<file path="config.mk">
export PLATFORM = sky130hd
export DESIGN_NAME = pmod_debounce
export DESIGN_NICKNAME = d
export VERILOG_FILES = /design/src/rtl/pmod_pkg.sv /design/src/rtl/debounce_channel.sv /design/src/rtl/pmod_debounce.sv
export SDC_FILE = /design/constraint.sdc
export NUM_CORES = 1
export LEC_CHECK = 0
export ABC_AREA = 1
export CAP_MARGIN = 20
export CORE_ASPECT_RATIO = 0.6
export CORE_UTILIZATION = 35
export CTS_CLUSTER_DIAMETER = 80
export CTS_CLUSTER_SIZE = 8
export DETAILED_ROUTE_END_ITERATION = 8
export GPL_TIMING_DRIVEN = 0
export PLACE_DENSITY = 0.57
export SYNTH_ARGS = -nofsm -noshare
export SYNTH_HDL_FRONTEND = slang
export SYNTH_HIERARCHICAL = 1
export SYNTH_SLANG_ARGS = --single-unit
</file>
<file path="constraint.sdc">
create_clock -name clk -period 1.9 [get_ports clk]
set_clock_uncertainty 0.2 [all_clocks]
set_input_delay 0.38 -clock clk [delete_from_list [all_inputs] [get_ports clk]]
set_output_delay 0.38 -clock clk [all_outputs]
set_load 0.05 [all_outputs]
</file>
<file path="src/rtl/pmod_pkg.sv">
// rtl/pmod_pkg.sv - shared state encodings and timing defaults for PMOD button debouncing
package pmod_pkg;

  typedef enum logic [1:0] {
    ST_RELEASED     = 2'd0,
    ST_WAIT_PRESS   = 2'd1,
    ST_PRESSED      = 2'd2,
    ST_WAIT_RELEASE = 2'd3
  } btn_state_e;

  localparam int CLK_HZ      = 12000000;
  localparam int DEBOUNCE_MS = 10;

  // 10 ms at 12 MHz = 120000 cycles
  localparam int DEFAULT_DEBOUNCE_CYCLES = (CLK_HZ / 1000) * DEBOUNCE_MS;

endpackage

</file>
<file path="src/rtl/debounce_channel.sv">
// rtl/debounce_channel.sv - one button: two-flop synchroniser, debounce FSM with counter,
// registered level and one-cycle press/release pulses.
module debounce_channel
  import pmod_pkg::*;
#(
  parameter int DEBOUNCE_CYCLES = DEFAULT_DEBOUNCE_CYCLES
) (
  input  logic clk,
  input  logic rst,
  input  logic pin_n,
  output logic level,
  output logic press,
  output logic rel
);

  localparam int CNT_W = $clog2(DEBOUNCE_CYCLES);
  localparam logic [CNT_W-1:0] CNT_LAST = CNT_W'(DEBOUNCE_CYCLES - 1);

  logic             sync_1;
  logic             sync_2;
  logic             p;
  btn_state_e       state;
  logic [CNT_W-1:0] cnt;

  assign p = ~sync_2;

  // Level and pulses are set on the same edge as the state change, so they stay registered.
  always_ff @(posedge clk) begin
    if (rst) begin
      sync_1 <= 1'b1;
      sync_2 <= 1'b1;
      state  <= ST_RELEASED;
      cnt    <= '0;
      level  <= 1'b0;
      press  <= 1'b0;
      rel    <= 1'b0;
    end else begin
      sync_1 <= pin_n;
      sync_2 <= sync_1;
      press  <= 1'b0;
      rel    <= 1'b0;
      case (state)
        ST_RELEASED: begin
          if (p) begin
            state <= ST_WAIT_PRESS;
            cnt   <= '0;
          end
        end
        ST_WAIT_PRESS: begin
          if (!p) begin
            state <= ST_RELEASED;
          end else if (cnt == CNT_LAST) begin
            state <= ST_PRESSED;
            level <= 1'b1;
            press <= 1'b1;
          end else begin
            cnt <= cnt + CNT_W'(1);
          end
        end
        ST_PRESSED: begin
          if (!p) begin
            state <= ST_WAIT_RELEASE;
            cnt   <= '0;
          end
        end
        ST_WAIT_RELEASE: begin
          if (p) begin
            state <= ST_PRESSED;
          end else if (cnt == CNT_LAST) begin
            state <= ST_RELEASED;
            level <= 1'b0;
            rel   <= 1'b1;
          end else begin
            cnt <= cnt + CNT_W'(1);
          end
        end
        default: state <= ST_RELEASED;
      endcase
    end
  end

endmodule

</file>
<file path="src/rtl/pmod_debounce.sv">
// rtl/pmod_debounce.sv - debounces NUM_BTN active-low PMOD buttons into active-high
// levels with one-cycle press/release pulses.
module pmod_debounce
  import pmod_pkg::*;
#(
  parameter int NUM_BTN         = 3,
  parameter int DEBOUNCE_CYCLES = DEFAULT_DEBOUNCE_CYCLES
) (
  input  logic               clk,
  input  logic               rst,
  input  logic [NUM_BTN-1:0] pmod,
  output logic [NUM_BTN-1:0] btn_level,
  output logic [NUM_BTN-1:0] btn_press,
  output logic [NUM_BTN-1:0] btn_release
);

  for (genvar i = 0; i < NUM_BTN; i++) begin : g_chan
    debounce_channel #(
      .DEBOUNCE_CYCLES(DEBOUNCE_CYCLES)
    ) u_chan (
      .clk  (clk),
      .rst  (rst),
      .pin_n(pmod[i]),
      .level(btn_level[i]),
      .press(btn_press[i]),
      .rel  (btn_release[i])
    );
  end

endmodule

</file>
==> impl_metrics.ini <==
[placement]
placed_area_um2 = 4957
place_congestion = 0.9067
port-buffer-count = 12
pre_cts_ws_ns = 0.06697
dpl.cell_count = 980
hpwlAfterDp_um = 9440

[sta]
fin_ws_ns = 0.08410
slew_headroom = 0.6479
finalHoldViolations = 0
slew_violations = 0
fin_crit_sh = 0.9557
rsz0062_at_grt = false
whs_ns = 0.2008
period_minus_slack_ns = 1.816
fmax_mhz = 550.7
tns_ns = 0
worstMarginPinSlew_ns = 0.5303
setup_violations = 0

[outcome]
status = complete, no violations

[pwr]
combPwrFrac = 0.057
power.switching_mw = 0.8700
p_per_area_nw_per_um2 = 705.8
ir_drop_uv = 426.6
internal_power_mw = 2.915
swShare = 0.2299
fin_total_pwr_mw = 3.785
pwr-share-clk = 0.528
pwr-share-seq = 0.415
p_leak_nw = 2.481

[final_layout]
syn_to_final_growth_pct = 15.96
design_area_um2 = 5363
fin_cells = 999
drive_gt1_frac = 0.1049
antenna_cells = 0
final_util = 0.4173
nNetsFinal = 832

[routing]
drc = 0
vias = 4691
detail_route.first_pass.iterations = 5
ant_nets = 0
first_iter_violations = 410
routed_via_density = 4.696
routed_wl_um = 12600
wl_per_cell_um = 12.61

[global_route]
grt_pass1_vias = 3983
grt_pass1_wl_um = 20520
grt_antenna_before_repair = 0
gr-total-overflow = 0
grt_max_degree = 15
grtUsageTotal = 0.1918

[critical_path]
cp_slowest_cell = dlygate4sd2_1
reg2reg_depth = 9
cp-end-kind = output pin
reg2reg_from = g_chan[1].u_chan/cnt[0]
worstPathMaxFanout = 2
cp.required_ns = 1.32
cp.depth = 1
crit_type = flop to output pin
cp-endpoint = btn_level[1]
crit_buf_inv = 1
arrival_ns = 1.24
critical_path.startpoint_type = flop
crit_chain = dlygate4sd2_1
reg2reg_to = g_chan[1].u_chan/cnt[6]
r2r_setup_slack_ns = 0.17
startpoint = g_chan[1].u_chan/level
cp_slowest_stage_delay_ns = 0.56
cp_top_family = buffers and inverters

[synth]
yosysWarnings = 6
yosysSeqAreaShare = 0.3117
synth.distinct_cells = 25
avgSynthCellArea_um2 = 5.795
synth_nets = 806
synthCells = 798
netlist_area_um2 = 4624
ys_seq_elements = 72

[floorplan]
dieArea_um2 = 13690
rows = 32
io_pins = 14
start_util = 0.3598
coreArea_um2 = 12850
die_w_um = 150.4
die_y_um = 91.04

[clock_tree]
cts-root-buf = clkbuf_16
htreeDepth = 3
cts_made_buffers = 9
cts.clk_slew.worst_paths_ns = 0.07
cts_tree = built
clk_path_buf_depth = 2
cts.sinks = 72
clk_latency_ns = 0.33
hold_buffers = 0

[flow_run]
cap_violations = 0

[hold_path]
hp-class = input pin to flop
[worst min path at each step]
stage	from	slack (ns)	endpoint	cells past startpoint
2_1_floorplan	g_chan[0].u_chan/sync_1	0.19	g_chan[0].u_chan/sync_2	1
4_1_cts	rst	0.20	g_chan[0].u_chan/rel	2
3_3_place_gp	g_chan[2].u_chan/sync_1	0.19	g_chan[2].u_chan/sync_2	1
3_5_place_dp	g_chan[2].u_chan/sync_1	0.20	g_chan[2].u_chan/sync_2	1
6_report	rst	0.20	g_chan[0].u_chan/rel	2
5_1_grt	rst	0.22	g_chan[0].u_chan/rel	2
[state kept, by name (all words and copies together), names as in the netlist, named ones only]
register              cells
g_chan.u_chan/state       3
g_chan.u_chan/sync_1      3
g_chan.u_chan/rel         3
g_chan.u_chan/sync_2      3
g_chan.u_chan/press       3
g_chan.u_chan/level       3
g_chan.u_chan/cnt        51
[power by group through the flow]
stage	Combinational (mW)	Clock, mW	Sequential (mW)
after floorplan	0.161	0	1.59
after global placement	0.211	0	1.60
after detailed placement	0.211	0	1.60
after CTS	0.212	2.05	1.56
after global routing	0.247	2.11	1.57
final	0.216	2.00	1.57
[cell usage after synthesis (all sizes together)]
| master | number | area, um^2 |
|---|---|---|
| xor2 | 3 | 26.28 |
| ha | 3 | 37.54 |
| clkbuf | 6 | 22.52 |
| o21ai | 18 | 90.09 |
| nand2 | 255 | 994.7 |
| or2 | 9 | 56.30 |
| nor4 | 3 | 18.77 |
| dfxtp | 72 | 1441 |
| clkinv | 3 | 11.26 |
| nand4 | 21 | 131.4 |
| nor2 | 147 | 611.8 |
| buf | 18 | 116.4 |
| inv | 132 | 495.5 |
| a21oi | 6 | 30.03 |
| nor3 | 6 | 45.04 |
| nand3 | 96 | 495.5 |
[area by class of cell]
| cell class | instances | area, um^2 |
|---|---|---|
| tap | 170 | 212.7 |
| fill | 1396 | 7490 |
| inverter | 135 | 506.7 |
| timing repair buffer | 15 | 131.4 |
| multi-input combinational | 567 | 2574 |
| buffer | 24 | 138.9 |
| clock buffer | 9 | 225.2 |
| sequential | 72 | 1449 |
| clock inverter | 7 | 125.1 |
[timing repair]
item	in CTS	in global routing
pin swaps	0	5
endpoints found under the setup margin	9	34
resized for setup	9	14
cloned	0	0
buffers inserted	0	3
[metal layers]
metal  track usage  wire [um]  vias up
met3       0.04422        846       10
li1              -          -     2490
met1        0.3142       7171     2052
met4       0.04630        112        0
met2        0.2366       4467      139
met5             0          0        -
[logic make-up after synthesis]
family          count (synthesis)  share of synthesized area
flops                          72                     0.3117
fa+ha+maj                       3                   0.008118
compound gates                 24                    0.02598
buf+inv                       159                     0.1396
xor+xnor                        3                   0.005683
simple gates                  537                     0.5089
[placed cells by master (no fill, tap or decap), drive strengths merged]
cell type | Yosys | layout
nand2 | 255 | 255
nor2 | 147 | 147
inv | 132 | 134
nand3 | 96 | 96
dfxtp | 72 | 72
nand4 | 21 | 21
buf | 18 | 21
o21ai | 18 | 18
clkbuf | 6 | 15
or2 | 9 | 9
dlygate4sd2 | 0 | 9
a21oi | 6 | 6
nor3 | 6 | 6
clkinv | 3 | 5
bufinv | 0 | 3
xor2 | 3 | 3
clkdlybuf4s50 | 0 | 3
nor4 | 3 | 3
ha | 3 | 3
No activity file was read; power rests on OpenSTA's default activity.
